===== config.mk =====
export PLATFORM = sky130hd
export DESIGN_NAME = h2c_stream_checker_64
export DESIGN_NICKNAME = d
export VERILOG_FILES = /design/src/rtl/h2c_stream_checker_64.sv
export SDC_FILE = /design/constraint.sdc
export NUM_CORES = 1
export LEC_CHECK = 0
export ABC_CLOCK_PERIOD_IN_PS = 9850
export CAP_MARGIN = 20
export CORE_ASPECT_RATIO = 0.8
export CORE_MARGIN = 10
export CORE_UTILIZATION = 55
export CTS_CLUSTER_DIAMETER = 50
export DETAILED_ROUTE_END_ITERATION = 8
export PLACE_DENSITY_LB_ADDON = 0.3
export SYNTH_ARGS = -nofsm -noshare
export SYNTH_HDL_FRONTEND = slang
export SYNTH_SLANG_ARGS = --single-unit

===== constraint.sdc =====
create_clock -name user_clk -period 9.85 [get_ports user_clk]
set_input_delay 0.985 -clock user_clk [delete_from_list [all_inputs] [get_ports user_clk]]
set_output_delay 0.985 -clock user_clk [all_outputs]
set_load 0.05 [all_outputs]

===== src/rtl/h2c_stream_checker_64.sv =====
`default_nettype none
// ============================================================================
//  Module   : h2c_stream_checker_64
//  Purpose  : AXI4-Stream sink that verifies the 64-bit counter-pattern
//             packet stream from the ADC data producer. Checks packet length,
//             tkeep and data pattern. Provides throttled back-pressure,
//             wrapping packet/beat counters, saturating error counters and
//             first-data-error capture.
//  Ports    : user_clk, user_rstn (async, active low)
//             chk_ena        - level; rising edge clears stats, high = check
//             throttle[3:0]  - 0: tready always high, N: low 1 of N+1 cycles
//             s_axis_*       - stream sink (tready registered)
//             pkt_count      - tlast beats accepted since enable (wraps)
//             beat_count     - beats accepted since enable (wraps)
//             data/len/keep_err_count - saturating error counters
//             err_flag       - sticky, any error since enable
//             first_err_exp/rcv - words captured at the first data error
//             pkt_done       - one-cycle pulse per accepted tlast beat
//  Revision : 1.0 - initial release
// ============================================================================
module h2c_stream_checker_64 #(
  parameter int DATA_WIDTH = 64,
  parameter int KEEP_WIDTH = DATA_WIDTH / 8,
  parameter int PKT_WORDS  = 2048,
  parameter int ERR_WIDTH  = 16
) (
  input  logic                  user_clk,
  input  logic                  user_rstn,
  input  logic                  chk_ena,
  input  logic [3:0]            throttle,
  input  logic [DATA_WIDTH-1:0] s_axis_tdata,
  input  logic [KEEP_WIDTH-1:0] s_axis_tkeep,
  input  logic                  s_axis_tvalid,
  output logic                  s_axis_tready,
  input  logic                  s_axis_tlast,
  output logic [31:0]           pkt_count,
  output logic [31:0]           beat_count,
  output logic [ERR_WIDTH-1:0]  data_err_count,
  output logic [ERR_WIDTH-1:0]  len_err_count,
  output logic [ERR_WIDTH-1:0]  keep_err_count,
  output logic                  err_flag,
  output logic [63:0]           first_err_exp,
  output logic [63:0]           first_err_rcv,
  output logic                  pkt_done
);

  localparam int                    c_IDX_W    = (PKT_WORDS > 1) ? $clog2(PKT_WORDS) : 1;
  localparam logic [c_IDX_W-1:0]    c_LAST_IDX = c_IDX_W'(PKT_WORDS - 1);
  localparam logic [ERR_WIDTH-1:0]  c_ERR_MAX  = '1;
  localparam logic [KEEP_WIDTH-1:0] c_KEEP_ALL = '1;

  typedef enum logic [1:0] {
    ST_IDLE = 2'd0,
    ST_SYNC = 2'd1,
    ST_RUN  = 2'd2
  } state_t;

  state_t r_state;
  state_t w_state_nxt;

  // --------------------------------------------------------------------------
  // Back-pressure generator. The throttle setting is only sampled when the
  // counter wraps, so a period in progress always completes with its old N.
  // tready is computed from the next counter value so that the registered
  // tready lines up with the registered count.
  // --------------------------------------------------------------------------
  logic [3:0] r_thr_cnt;
  logic [3:0] r_thr_lat;
  logic [3:0] w_thr_cnt_nxt;
  logic [3:0] w_thr_lat_nxt;
  logic       w_thr_wrap;
  logic       w_tready_nxt;
  logic       r_tready;

  always_comb begin
    w_thr_wrap    = (r_thr_cnt >= r_thr_lat);
    w_thr_cnt_nxt = w_thr_wrap ? 4'd0 : (r_thr_cnt + 4'd1);
    w_thr_lat_nxt = w_thr_wrap ? throttle : r_thr_lat;
    w_tready_nxt  = (w_thr_lat_nxt == 4'd0) || (w_thr_cnt_nxt != w_thr_lat_nxt);
  end

  always_ff @(posedge user_clk or negedge user_rstn) begin
    if (!user_rstn) begin
      r_thr_cnt <= 4'd0;
      r_thr_lat <= 4'd0;
      r_tready  <= 1'b0;
    end else begin
      r_thr_cnt <= w_thr_cnt_nxt;
      r_thr_lat <= w_thr_lat_nxt;
      r_tready  <= w_tready_nxt;
    end
  end

  assign s_axis_tready = r_tready;

  // --------------------------------------------------------------------------
  // Beat qualification. A beat only counts while chk_ena is high; in IDLE
  // with chk_ena high (the rising-edge cycle) the beat is the SYNC beat.
  // --------------------------------------------------------------------------
  logic r_ena_d;
  logic w_ena_rise;
  logic w_beat;
  logic w_sync_beat;
  logic w_run_beat;

  assign w_ena_rise  = chk_ena & ~r_ena_d;
  assign w_beat      = s_axis_tvalid & r_tready & chk_ena;
  assign w_sync_beat = w_beat & (r_state != ST_RUN);
  assign w_run_beat  = w_beat & (r_state == ST_RUN);

  // FSM state register
  always_ff @(posedge user_clk or negedge user_rstn) begin
    if (!user_rstn) begin
      r_state <= ST_IDLE;
      r_ena_d <= 1'b0;
    end else begin
      r_state <= w_state_nxt;
      r_ena_d <= chk_ena;
    end
  end

  // FSM next state
  always_comb begin
    w_state_nxt = r_state;
    if (!chk_ena) begin
      w_state_nxt = ST_IDLE;
    end else if (w_sync_beat) begin
      w_state_nxt = ST_RUN;
    end else if (r_state == ST_IDLE) begin
      w_state_nxt = ST_SYNC;
    end
  end

  // --------------------------------------------------------------------------
  // Checks
  // --------------------------------------------------------------------------
  logic [31:0]          r_seq;
  logic [c_IDX_W-1:0]   r_idx;
  logic [63:0]          w_exp;
  logic [c_IDX_W-1:0]   w_idx_base;
  logic                 w_data_err;
  logic                 w_len_err;
  logic                 w_keep_err;
  logic                 w_any_err;

  // Expected word layout: {c[29:0], 1, c[31:0], 0}
  assign w_exp = {r_seq[29:0], 1'b1, r_seq, 1'b0};

  // The SYNC beat is always packet index 0.
  assign w_idx_base = w_sync_beat ? '0 : r_idx;

  assign w_data_err = w_run_beat & (s_axis_tdata != w_exp);
  assign w_len_err  = w_beat & (s_axis_tlast != (w_idx_base == c_LAST_IDX));
  assign w_keep_err = w_beat & (s_axis_tkeep != c_KEEP_ALL);
  assign w_any_err  = w_data_err | w_len_err | w_keep_err;

  // --------------------------------------------------------------------------
  // Statistics. On the enable rising edge every statistic restarts from zero
  // and the beat of that same cycle (if any) is applied on top.
  // --------------------------------------------------------------------------
  logic [31:0]          r_pkt_cnt;
  logic [31:0]          r_beat_cnt;
  logic [ERR_WIDTH-1:0] r_derr;
  logic [ERR_WIDTH-1:0] r_lerr;
  logic [ERR_WIDTH-1:0] r_kerr;
  logic                 r_err_flag;
  logic                 r_cap_valid;
  logic [63:0]          r_cap_exp;
  logic [63:0]          r_cap_rcv;
  logic                 r_pkt_done;

  logic [31:0]          w_pkt_base;
  logic [31:0]          w_beat_base;
  logic [ERR_WIDTH-1:0] w_derr_base;
  logic [ERR_WIDTH-1:0] w_lerr_base;
  logic [ERR_WIDTH-1:0] w_kerr_base;
  logic                 w_flag_base;
  logic                 w_cap_valid_base;

  assign w_pkt_base       = w_ena_rise ? 32'd0 : r_pkt_cnt;
  assign w_beat_base      = w_ena_rise ? 32'd0 : r_beat_cnt;
  assign w_derr_base      = w_ena_rise ? '0    : r_derr;
  assign w_lerr_base      = w_ena_rise ? '0    : r_lerr;
  assign w_kerr_base      = w_ena_rise ? '0    : r_kerr;
  assign w_flag_base      = w_ena_rise ? 1'b0  : r_err_flag;
  assign w_cap_valid_base = w_ena_rise ? 1'b0  : r_cap_valid;

  function automatic logic [ERR_WIDTH-1:0] sat_inc(
    input logic [ERR_WIDTH-1:0] v,
    input logic                 en
  );
    return (en && (v != c_ERR_MAX)) ? (v + 1'b1) : v;
  endfunction

  always_ff @(posedge user_clk or negedge user_rstn) begin
    if (!user_rstn) begin
      r_seq       <= 32'd0;
      r_idx       <= '0;
      r_pkt_cnt   <= 32'd0;
      r_beat_cnt  <= 32'd0;
      r_derr      <= '0;
      r_lerr      <= '0;
      r_kerr      <= '0;
      r_err_flag  <= 1'b0;
      r_cap_valid <= 1'b0;
      r_cap_exp   <= 64'd0;
      r_cap_rcv   <= 64'd0;
      r_pkt_done  <= 1'b0;
    end else begin
      // Sequence tracking: seed from the SYNC beat, then one step per beat.
      if (w_sync_beat) begin
        r_seq <= s_axis_tdata[32:1] + 32'd1;
      end else if (w_run_beat) begin
        r_seq <= r_seq + 32'd1;
      end

      // Packet index: any tlast or the last slot forces a boundary.
      if (w_beat) begin
        if (s_axis_tlast || (w_idx_base == c_LAST_IDX)) begin
          r_idx <= '0;
        end else begin
          r_idx <= w_idx_base + 1'b1;
        end
      end

      r_pkt_cnt  <= w_pkt_base + {31'd0, w_beat & s_axis_tlast};
      r_beat_cnt <= w_beat_base + {31'd0, w_beat};
      r_derr     <= sat_inc(w_derr_base, w_data_err);
      r_lerr     <= sat_inc(w_lerr_base, w_len_err);
      r_kerr     <= sat_inc(w_kerr_base, w_keep_err);
      r_err_flag <= w_flag_base | w_any_err;
      r_pkt_done <= w_beat & s_axis_tlast;

      // Capture freezes after the first data error until re-enable.
      if (w_data_err && !w_cap_valid_base) begin
        r_cap_valid <= 1'b1;
        r_cap_exp   <= w_exp;
        r_cap_rcv   <= s_axis_tdata;
      end else if (w_ena_rise) begin
        r_cap_valid <= 1'b0;
        r_cap_exp   <= 64'd0;
        r_cap_rcv   <= 64'd0;
      end
    end
  end

  assign pkt_count      = r_pkt_cnt;
  assign beat_count     = r_beat_cnt;
  assign data_err_count = r_derr;
  assign len_err_count  = r_lerr;
  assign keep_err_count = r_kerr;
  assign err_flag       = r_err_flag;
  assign first_err_exp  = r_cap_exp;
  assign first_err_rcv  = r_cap_rcv;
  assign pkt_done       = r_pkt_done;

endmodule
`default_nettype wire


Yosys cells after proc, flatten, opt, wreduce, memory -nomap -nowiden
Index checks and enable logic that the tools add are counted.
{ "totals": {"ff_bits": 298, "out_inout_bits": 243, "elab_cells": 85, "input_bits": 81} }
{ "op_classes": {"order_cmp": 1, "n_addsub": 9, "n_mux": 23, "bitwise": 13, "reduce_logical": 11, "eq_ne": 11} }
{ "op_table": {"columns": ["operator", "n"], "rows": [
  ["$mux W64", 3],
  ["$mux W32", 4],
  ["$mux W16", 6],
  ["$add A32 B1 Y32", 2],
  ["$add A32 B1 Y32 const B", 2],
  ["$ne A64 B64 Y1", 1],
  ["$add A16 B1 Y16 const B", 3],
  ["$ne A16 B16 Y1 const B", 3],
  ["$mux W11", 2],
  ["$add A11 B1 Y11 const B", 1],
  ["$eq A11 B11 Y1 const B", 1],
  ["$and A1 B1 Y1", 9],
  ["$mux W4", 2],
  ["$ne A8 B8 Y1 const B", 1],
  ["$mux W2", 3],
  ["$add A4 B1 Y4 const B", 1],
  ["$ge A4 B4 Y1", 1],
  ["$logic_and A1 B1 Y1", 4],
  ["$logic_not A4 Y1", 1],
  ["$ne A4 B4 Y1", 1],
  ["$reduce_bool A2 Y1", 2],
  ["$mux W1", 3],
  ["$ne A3 B1 Y1 const B", 1],
  ["$or A1 B1 Y1", 3],
  ["7 further kinds", 8]
]} }

Longest topological paths before layout
Gate-level depths: netlist of the first run.
{ "logic_depth": {"ltp_word": 10, "depth_mapped": 19, "depth_no_buf": 15} }

Worst setup path before layout of the first run
No wires, ideal clock.
{ "synth_path": {"kind": "input to register", "startpoint": "input chk_ena", "endpoint": "register r_lerr[9] (netlist: len_err_count[9])", "required_time_ns": 9.718, "setup_time_ns": 0.132, "setup_slack_ns": 5.006, "path_buffers": 4, "path_stages": 18, "arrival_ns": 4.712, "path_cell_list": "and3_1 -> clkbuf_1 -> clkbuf_1 -> nand2_1 -> clkbuf_1 -> clkbuf_1 -> and2_1 -> ha_1 -> o2111ai_1 -> nor4_1 -> and3_1 -> nand3_1 -> ha_1 -> o311ai_0 -> nor4_1 -> nand4_1 -> xor2_1 -> nor2_1"} }
{ "synth_via": {"elab_chain_cells": 8, "word_cells_on_any_way": 12, "classes_between": "add/sub: 1; eq/ne: 3; mux: 3; bitwise: 4; reduce/logical: 1"} }
{ "synth_rtl": {"columns": ["item", "line_no", "source"], "rows": [
  ["from (decl)", "29", "input logic chk_ena,"],
  ["branches (longest 7 deep; another with $add A16 B1 Y16)", null, null],
  ["$mux W16 *", "192", "return (en && (v != c_ERR_MAX)) ? (v + 1'b1) : v;"],
  ["to (signal assigned)", "229", "r_lerr <= sat_inc(w_lerr_base, w_len_err);"],
  ["to (decl)", "164", "logic [ERR_WIDTH-1:0] r_lerr;"]
]} }
Every way passes the cells marked *.
A chain may end at the register's enable or synchronous reset.

Worst setup path after layout of the first run
{ "layout_path": {"startpoint": "input chk_ena", "endpoint": "register r_seq[30]"} }
{ "layout_via": {"elab_chain_cells": 3, "word_cells_on_any_way": 5, "classes_between": "mux: 1; bitwise: 3; reduce/logical: 1"} }
{ "layout_rtl": {"columns": ["item", "line_no", "source"], "rows": [
  ["$and A1 B1 Y1 *", "107", "assign w_beat = s_axis_tvalid & r_tready & chk_ena;"],
  ["$and A1 B1 Y1 (on tied branches)", "108, 109", null],
  ["$mux W32 or $reduce_bool A2 Y1 (tied branches)", null, null],
  ["to (signal assigned)", "212", "r_seq <= s_axis_tdata[32:1] + 32'd1;"],
  ["to (signal assigned)", "214", "r_seq <= r_seq + 32'd1;"],
  ["to (decl)", "137", "logic [31:0] r_seq;"]
]} }
Every way passes the cells marked *; elsewhere a longest branch is shown, timed or not.

==> results of run 1 <==
power by group:
part           switching [mW]  internal (mW)  total [mW]
sequential              0.295           1.28        1.57
combinational           0.954          0.542        1.50
clock                   0.486          0.766        1.25
total                    1.74           2.59        4.32
flip-flops by register name, indices dropped and copies added (netlist names), 4 cells and up:
register	cells
data_err_count	16
r_seq	32
pkt_count	32
first_err_exp	33
len_err_count	16
first_err_rcv	64
r_thr_lat	4
keep_err_count	16
r_thr_cnt	4
beat_count	32
r_idx	11
worst register-to-register path: cells and delay by family, from the launching register on:
kind / cells / cell delay, ns
fa+ha+maj: 2 / 0.50
compound gates: 2 / 0.45
xor+xnor: 1 / 0.16
flops: 1 / 0.40
buf+inv: 2 / 0.69
simple gates: 9 / 2.26
cells by family after synthesis:
family                     count (synthesis)  synth area share (%)
and+or+nand+nor                          584                  20.6
AOI/OAI and AO/OA                        347                  17.1
DFF                                      267                  46.6
buffers and inverters                    172                  5.59
xor gates and xnor gates                 119                  7.27
muxes                                     21                  1.55
adders and majority gates                 14                  1.22
other                                      1                0.0262
synthesized netlist by cell type, types with 9 or more instances:
master | instances | area share [%]
nand4_1 | 53 | 2.3
xnor2_1 | 47 | 2.9
nor2_1 | 113 | 3.0
o31ai_1 | 14 | 0.73
buf_4 | 32 | 1.7
nor2b_1 | 17 | 0.74
a21oi_1 | 70 | 2.4
o21ai_0 | 65 | 2.3
and2_1 | 20 | 0.87
mux2_2 | 9 | 0.71
clkbuf_1 | 78 | 2.0
xor2_1 | 72 | 4.4
nand3_1 | 66 | 2.3
a31oi_1 | 12 | 0.52
or3_1 | 22 | 0.96
mux2i_1 | 12 | 0.84
nand2_1 | 148 | 3.9
nor3_1 | 39 | 1.4
a22o_1 | 100 | 6.1
or4_1 | 12 | 0.63
dfrtp_1 | 267 | 47
buf_1 | 13 | 0.34
buf_2 | 21 | 0.73
and4_1 | 14 | 0.86
nand2b_1 | 14 | 0.61
ha_1 | 14 | 1.2
a211oi_1 | 10 | 0.52
inv_1 | 26 | 0.68
o22ai_1 | 9 | 0.39
nor4_1 | 12 | 0.52
and3_1 | 40 | 1.7
o211ai_1 | 18 | 0.94
worst paths after layout:
check / from / to / slack, ns / depth (start not counted)
max: chk_ena / r_seq[30]$_DFFE_PN0P_ / 5.00 / 15
min: user_rstn / first_err_rcv[28]$_DFFE_PN0P_ / 0.40 / 1
max reg2reg: r_state[0]$_DFFE_PN0P_ / len_err_count[11]$_DFF_PN0_ / 5.24 / 16
min reg2reg: r_idx[1]$_DFFE_PN0P_ / r_idx[1]$_DFFE_PN0P_ / 0.50 / 2
max in group asynchronous: user_rstn / beat_count[9]$_DFF_PN0_ / 7.40 / 3
min in group user_clk: r_idx[1]$_DFFE_PN0P_ / r_idx[1]$_DFFE_PN0P_ / 0.50 / 2
metrics by stage:
| step | instances | utilization (%) | setup WS [ns] |
|---|---|---|---|
| global placement | 2065 | 68.3 | 4.63 |
| global route | 2124 | 72.7 | 4.57 |
| CTS | 2123 | 72.7 | 5.09 |
| floorplan | 1525 | - | 5.01 |
| detailed placement | 2065 | 68.3 | 4.50 |
| finish | 2124 | 72.7 | 5.00 |
layout make-up:
class / count / area [µm²]
multi-input cells: 1086 / 6870
flip-flops and latches: 267 / 6680
well taps: 351 / 439
fillers: 1868 / 6960
inverters: 26 / 97.6
clock inverters: 21 / 297
diodes: 1 / 2.50
clock buffers: 37 / 828
repair buffers: 335 / 3330
routing by layer:
| metal | global-route usage [%] | routed length, µm | up-vias |
|---|---|---|---|
| met5 | 0 | 0 | - |
| met4 | 6.70 | 1000 | 0 |
| met3 | 7.74 | 4760 | 79 |
| met2 | 43.5 | 21500 | 687 |
| met1 | 35.7 | 19200 | 6413 |
| li1 | - | - | 5934 |
==> flow_summary.json, run 1 <==
{
  "maxCapViolCount": 0,
  "final_common_cell": "clkdlybuf4s50_1",
  "vias": 13100,
  "cpLargestDelayFamily": "simple AND/OR/NAND/NOR gates",
  "dieArea_um2": 32900,
  "clock.fmax_ghz": 0.206,
  "insertion_delay_ns": 0.56,
  "h-tree-depth": 1,
  "rows": 52,
  "cts_hold_buf": 0,
  "p_total_mw": 4.32,
  "clk_path_buf_depth": 3,
  "ir_drop_uv": 160,
  "min_path_type": "in -> async",
  "grt_overflow": 0,
  "synth_edf_count": 0,
  "synthCells": 1525,
  "crit_chain": "clkdlybuf4s50_1, nand3_2, buf_4, nor2_1, buf_4, nand2_1, nand2_1, ha_1, nand3_1, or4_4, a222oi_1, and3_2, nand2_4, a2111oi_4, a211oi_2",
  "drt_first_pass_iters": 7,
  "design_area_um2": 18500,
  "start_kind": "input port",
  "p_leak_nw": 7.79,
  "final_hold_viol_count": 0,
  "initial_utilization_pct": 56.2,
  "place_congestion": 0.938,
  "placed_area_um2": 17400,
  "yosysWarningCount": 0,
  "coreArea_um2": 25500,
  "cts_buffers": 31,
  "final_nets": 1842,
  "worstPathArrival_ns": 5.28,
  "cpPeakStageDelay_ns": 0.83,
  "slew_headroom_pct": 23.9,
  "ys_seq_elements": 267,
  "drt_iter0_markers": 1235,
  "ys_types": 69,
  "tns_ns": 0,
  "status": "finished clean",
  "grt_usage_pct": 27.1,
  "synth_area_um2": 14300,
  "cts_tree": "done",
  "setup-violations-final": 0,
  "crit_buf_inv": 3,
  "worst_pin_slew_ns": 1.14,
  "die_x_um": 200,
  "cp_max_fo": 58,
  "grt_max_degree": 98,
  "avgRoutedWirePerCell_um": 21.8,
  "path_class": "in -> reg",
  "fin_crit_sh_pct": 49.2,
  "finalWirelength_um": 46400,
  "path_clk_slew_ns": 0.06,
  "io_pins": 324,
  "drc": 0,
  "min_period_ns": 4.85,
  "antenna_found_initial": 1,
  "async_reset_ff_share_pct": 100,
  "syn_area_per_cell_um2": 9.40,
  "io_buffers": 322,
  "slowest_stage": "a222oi_1",
  "drive_gt1_share_pct": 5.25,
  "hpwl_um": 32500,
  "ys.flop_type": "dfrtp_1",
  "cts_resized": 0,
  "final_cell_mix": "321 x clkdlybuf4s50_1, 267 x dfrtp_1, 148 x nand2_1",
  "ys_seq_area_share_pct": 46.6,
  "syn2layout_area_growth_pct": 29.4,
  "powerDensity_nw_per_um2": 233,
  "die_h_um": 164,
  "postRouteAntennaNets": 0,
  "postCtsSetupRepairBufs": 0,
  "hold-worst-slack_ns": 0.396,
  "clockRootBuffer": "clkbuf_16",
  "grt_pass1_vias": 12800,
  "required_ns": 10.28,
  "syn_nets": 1620,
  "slew_viol_final": 0,
  "grt_pass1_wl_um": 72900,
  "finClkSkew_ns": 0.0131,
  "clock-sinks": 267,
  "rsz0062_at_grt": "false",
  "via_per_inst": 6.17,
  "crit_path_end_kind": "flop"
}
(Power assumes the default switching activity.)
==> run 2: changes to the inputs <==
ABC_CLOCK_PERIOD_IN_PS = 5000   (was 9850)
CORE_UTILIZATION = 51   (was 55)
clock period = 5 ns   (was 9.85 ns; I/O delays follow)
==> run 2 against run 1 <==
Net effect: via count up 0.12%; sequential cell count did not move; largest power group unchanged; largest cell class unchanged; sequential share of layout area shrank 0.15 points; setup slack lost 4.0 ns; clock skew about the same; power up 94%; register-to-register slack worse by 4.2 ns; die area grew 7.0%.
==> flow_summary.json, run 2 (synthesis gave the netlist of run 1 again) <==
{
  "reg2reg_slack_ns": 1.06,
  "worstPathArrival_ns": 4.42,
  "final_common_cell": "clkdlybuf4s50_1",
  "initial_utilization_pct": 52.1,
  "postCtsSetupRepairBufs": 0,
  "rr_startpoint": "s_axis_tready$_DFF_PN0_",
  "path_clk_slew_ns": 0.07,
  "path_class": "in -> reg",
  "slew_viol_final": 0,
  "crit_chain": "clkdlybuf4s50_1, and3_2, nand2_1, and2_1, ha_1, o2111ai_1, nor4_1, and3_1, nand3_1, ha_1, o311ai_0, nor4_1, nand4_1, xor2_1, nor2_1",
  "design_area_um2": 18600,
  "grt_max_degree": 100,
  "slowest_stage": "nor4_1",
  "final_util_pct": 67.7,
  "via_per_inst": 6.11,
  "r2r_cells": 14,
  "start_kind": "input port",
  "final_cell_mix": "321 x clkdlybuf4s50_1, 267 x dfrtp_1, 148 x nand2_1",
  "drive_gt1_share_pct": 5.66,
  "fin_ws_ns": 0.989,
  "power_frac_seq_pct": 36.9,
  "fin_crit_sh_pct": 80.2,
  "avgRoutedWirePerCell_um": 22.0,
  "place_congestion": 0.953,
  "slew_headroom_pct": 28.1,
  "ir_drop_uv": 387,
  "cts_tree": "done",
  "finalWirelength_um": 47200,
  "drt_iter0_markers": 1406,
  "hpwl_um": 33100,
  "clockPowerShare_pct": 27.7,
  "setup.worst_path.start": "chk_ena",
  "antenna_found_initial": 3,
  "clock.fmax_ghz": 0.249,
  "grt_usage_pct": 25.4,
  "tns_ns": 0,
  "finClkSkew_ns": 0.0132,
  "clk_path_buf_depth": 3,
  "syn2layout_area_growth_pct": 29.9,
  "insertion_delay_ns": 0.56,
  "rows": 54,
  "dieArea_um2": 35200,
  "crit_path_end_kind": "flop",
  "maxCapViolCount": 0,
  "setup-violations-final": 0,
  "timing.rr.end": "len_err_count[9]$_DFF_PN0_",
  "clock-sinks": 267,
  "placed_area_um2": 17500,
  "clockRootBuffer": "clkbuf_16",
  "pwr-share-comb_pct": 35.3,
  "layoutNonFillerInstCount": 2149,
  "multi_input_area_um2": 6870,
  "h-tree-depth": 1,
  "required_ns": 5.41,
  "io_pins": 324,
  "die_h_um": 170,
  "switching_power_mw": 3.46,
  "coreArea_um2": 27500,
  "status": "finished clean",
  "cts_resized": 0,
  "p_leak_nw": 7.80,
  "place_ws_ns": 0.472,
  "final_hold_viol_count": 0,
  "power.internal_mw": 4.95,
  "die_x_um": 207,
  "seq_area_um2": 6680,
  "cp_max_fo": 7,
  "grt_overflow": 0,
  "cts_buffers": 31,
  "grt_pass1_wl_um": 73600,
  "min_period_ns": 4.01,
  "final_nets": 1854,
  "vias": 13100,
  "endpoint": "len_err_count[9]$_DFF_PN0_",
  "place_inst": 2089,
  "rsz0062_at_grt": "false",
  "switching_share_pct": 41.1,
  "powerDensity_nw_per_um2": 451,
  "fill_cells": 2148,
  "min_path_type": "reg -> reg",
  "grt_pass1_vias": 12600,
  "worst_pin_slew_ns": 1.08,
  "drc": 0,
  "cpPeakStageDelay_ns": 0.54,
  "io_buffers": 322,
  "postRouteAntennaNets": 0,
  "drt_first_pass_iters": 6,
  "largest_reg_flops": 64
}
run 2: how the worst min path moves through the flow:
stage	depth (start not counted)	start	end	slack [ns]
global route	1	r_idx[9]$_DFFE_PN0P_	r_idx[9]$_DFFE_PN0P_	0.50
global placement	1	first_err_exp[33]$_DFFE_PN0P_	first_err_exp[33]$_DFFE_PN0P_	0.46
finish	1	first_err_exp[33]$_DFFE_PN0P_	first_err_exp[33]$_DFFE_PN0P_	0.49
detailed placement	1	first_err_exp[33]$_DFFE_PN0P_	first_err_exp[33]$_DFFE_PN0P_	0.47
CTS	1	first_err_exp[33]$_DFFE_PN0P_	first_err_exp[33]$_DFFE_PN0P_	0.49
floorplan	0	user_rstn	beat_count[0]$_DFF_PN0_	0.20
run 2: metrics by stage:
stage                     power, mW  hold WS (ns)
after floorplan                5.01         0.204
after detailed placement       6.06         0.473
final                          8.40         0.487
after CTS                      8.41         0.492
after global routing           8.76         0.503
after global placement         5.98         0.463
run 2: cell type report:
| type | instances | area share, % |
|---|---|---|
| diodes | 2 | 0.0269 |
| clock buffers | 38 | 4.42 |
| multi-input cells | 1086 | 36.9 |
| clock inverters | 19 | 1.31 |
| repair buffers | 347 | 18.5 |
| flip-flops and latches | 267 | 35.9 |
| inverters | 26 | 0.524 |
| well taps | 364 | 2.45 |
run 2: metal layers:
metal  global-route usage (%)  up-vias  wire length, µm  part of all wire, %
li1                         -     5956                -                    -
met1                     35.0     6467            20300                   43
met2                     39.7      612            21600                   46
met3                     5.54       92             4160                  8.8
met4                     6.78        2             1150                  2.4
met5                        0        -               13                0.028
run 2: power groups by stage:
| stage | logic, mW | clock network [mW] | registers (mW) |
|---|---|---|---|
| 3_5_place_dp | 2.95 | 0 | 3.11 |
| 4_1_cts | 2.96 | 2.37 | 3.07 |
| 2_1_floorplan | 1.57 | 0 | 3.45 |
| 3_3_place_gp | 2.89 | 0 | 3.09 |
| 5_1_grt | 3.15 | 2.46 | 3.15 |
| 6_report | 2.97 | 2.33 | 3.10 |
run 2: what timing repair did:
| item | 4_1_cts | 5_1_grt |
|---|---|---|
| hold buffers | 1 | 0 |
| endpoints found under the setup margin | 0 | 0 |
| hold endpoints to repair | 1 | 0 |
run 2: worst max-delay path: cells and delay by family:
family	cells	cell delay, ns
simple gates	9	2.26
buf+inv	1	0.52
fa+ha+maj	2	0.52
compound gates	2	0.47
xor+xnor	1	0.15
==> run 3: changes to the inputs <==
ABC_CLOCK_PERIOD_IN_PS = 4100   (was 5000)
clock period = 4.1 ns   (was 5 ns; I/O delays follow)
==> run 3 against run 2 <==
Net effect: setup slack lost 0.64 ns; global-route usage is essentially flat; power grew 21%; critical path type is now reg -> reg; combinational power grew 24%; utilization grew 0.45 points; clock skew grew 0.0049 ns; design area grew 0.67%.
==> flow_summary.json, run 3 (synthesis gave the netlist of run 1 again) <==
{
  "min_period_ns": 3.75,
  "drc": 0,
  "seq_area_um2": 6680,
  "finalWirelength_um": 46900,
  "final_common_cell": "clkdlybuf4s50_1",
  "cpPeakStageDelay_ns": 0.57,
  "dieArea_um2": 35200,
  "power_frac_seq_pct": 36.9,
  "path_clk_slew_ns": 0.06,
  "cp_max_fo": 4,
  "hp-start": "s_axis_tlast",
  "final_nets": 1871,
  "p_leak_nw": 7.89,
  "fin_ws_ns": 0.352,
  "ir_drop_uv": 526,
  "use_met2_pct": 39.3,
  "crit_path_end_kind": "flop",
  "clockPowerShare_pct": 27.0,
  "crit_buf_inv": 0,
  "clock-sinks": 267,
  "min_path_type": "in -> reg",
  "use_met1_pct": 34.8,
  "hpwl_um": 33500,
  "io_buffers": 322,
  "fin_crit_sh_pct": 91.4,
  "drt_iter0_markers": 1457,
  "multi_input_area_um2": 6880,
  "die_x_um": 207,
  "layoutNonFillerInstCount": 2164,
  "via_per_inst": 6.06,
  "avgRoutedWirePerCell_um": 21.7,
  "finClkSkew_ns": 0.0181,
  "slew_viol_final": 0,
  "drt_first_pass_iters": 6,
  "clockRootBuffer": "clkbuf_16",
  "fill_cells": 2094,
  "cts_tree": "done",
  "switching_share_pct": 40.6,
  "switching_power_mw": 4.13,
  "status": "finished clean",
  "worst_pin_slew_ns": 0.992,
  "place_ws_ns": -0.0328,
  "setup.worst_path.start": "r_state[0]$_DFFE_PN0P_",
  "required_ns": 4.50,
  "grt_usage_pct": 25.4,
  "setup-violations-final": 0,
  "die_h_um": 170,
  "postRouteAntennaNets": 0,
  "coreArea_um2": 27500,
  "cts_resized": 0,
  "pwr-share-comb_pct": 36.1,
  "cts_buffers": 31,
  "clk_path_buf_depth": 3,
  "io_pins": 324,
  "slowest_stage": "nor4_1",
  "rsz0062_at_grt": "false",
  "worstPathArrival_ns": 4.14,
  "cpLargestDelayFamily": "simple AND/OR/NAND/NOR gates",
  "antenna_found_initial": 2,
  "grt_max_degree": 107,
  "final_hold_viol_count": 0,
  "path_class": "reg -> reg",
  "vias": 13100,
  "powerDensity_nw_per_um2": 543,
  "use_met3_pct": 6.59,
  "syn2layout_area_growth_pct": 30.8,
  "rows": 54,
  "power.internal_mw": 6.04,
  "initial_utilization_pct": 52.1,
  "rr_startpoint": "r_state[0]$_DFFE_PN0P_",
  "insertion_delay_ns": 0.55,
  "slew_headroom_pct": 33.7,
  "crit_chain": "or2b_1, nand2_1, and2_1, ha_1, o2111ai_1, nor4_2, and3_1, nand3_1, ha_1, o311ai_0, nor4_1, nand3_1, xor2_1, nor2_1",
  "largest_reg_flops": 64,
  "busiest_layer": "met2",
  "final_cell_mix": "321 x clkdlybuf4s50_1, 266 x dfrtp_1, 148 x nand2_1",
  "grt_overflow": 0,
  "drive_gt1_share_pct": 6.51,
  "place_congestion": 0.958,
  "place_inst": 2106,
  "postCtsSetupRepairBufs": 0,
  "grt_pass1_wl_um": 73800,
  "start_kind": "flop",
  "h-tree-depth": 1,
  "clock.fmax_ghz": 0.267,
  "maxCapViolCount": 0,
  "grt_pass1_vias": 12700
}
## run 3: changes by cell type in the layout (fill, tap and decap cells not counted), moves of 2 or more
cell      before  now
buf_12         2    5
buf_4         22   36
clkbuf_8       2    6
clkinv_2       1    3
clkinv_4       3    1
clkinv_8       2    0
inv_6          3    1
## run 3: per-layer routing
layer	part of all wire, %	vias to the layer above
met1	42	6385
met2	45	642
li1	-	5992
met4	2.6	2
met5	0.028	-
met3	10	90
## run 3: final timing paths
kind	end	slack, ns	cells past startpoint
max in group asynchronous	beat_count[1]$_DFF_PN0_	2.61	3
min in group asynchronous	first_err_rcv[31]$_DFFE_PN0P_	0.48	2
worst max register to register	len_err_count[11]$_DFF_PN0_	0.35	14
worst min-delay path	pkt_done$_DFF_PN0_	0.45	3
worst min register to register	r_idx[1]$_DFFE_PN0P_	0.49	2
worst max-delay path	len_err_count[11]$_DFF_PN0_	0.35	14
## run 3: layout make-up
cell class / instances / share of cell area (%)
Multi-Input combinational cell: 1086 / 36.7
Inverter: 26 / 0.521
Timing Repair Buffer: 364 / 19.3
Sequential cell: 267 / 35.7
Clock inverter: 12 / 0.734
Antenna cell: 2 / 0.0267
Tap cell: 364 / 2.43
Clock buffer: 43 / 4.70
## run 3: worst register-to-register path: cells and delay by family, from the launching register on
family / cells / cell delay (ns)
adders and majority gates: 2 / 0.53
AOI/OAI and AO/OA: 2 / 0.51
DFF: 1 / 0.40
xor gates and xnor gates: 1 / 0.19
and+or+nand+nor: 9 / 1.97
## run 3: stage by stage
stage          TNS (ns)  area [µm²]  hold WS, ns  total power [mW]  util, %
2_1_floorplan         0       14300        0.114              6.11        -
6_report              0       18700        0.447              10.2     68.2
5_1_grt               0       18700        0.482              10.6     68.2
3_3_place_gp          0       17700        0.461              7.34     64.4
4_1_cts               0       18700        0.432              10.2     68.1
3_5_place_dp    -0.0461       17700        0.481              7.42     64.4
## run 3: timing repair
action | 4_1_cts | 5_1_grt
hold endpoints to repair | 104 | 0
endpoints found under the setup margin | 0 | 0
hold buffers | 1 | 0
## run 3: power groups by stage
stage	Combinational, mW	Sequential [mW]	Clock, mW
floorplan	1.91	4.20	0
global placement	3.59	3.75	0
detailed placement	3.65	3.76	0
CTS	3.68	3.72	2.79
global route	3.91	3.81	2.89
finish	3.68	3.75	2.75
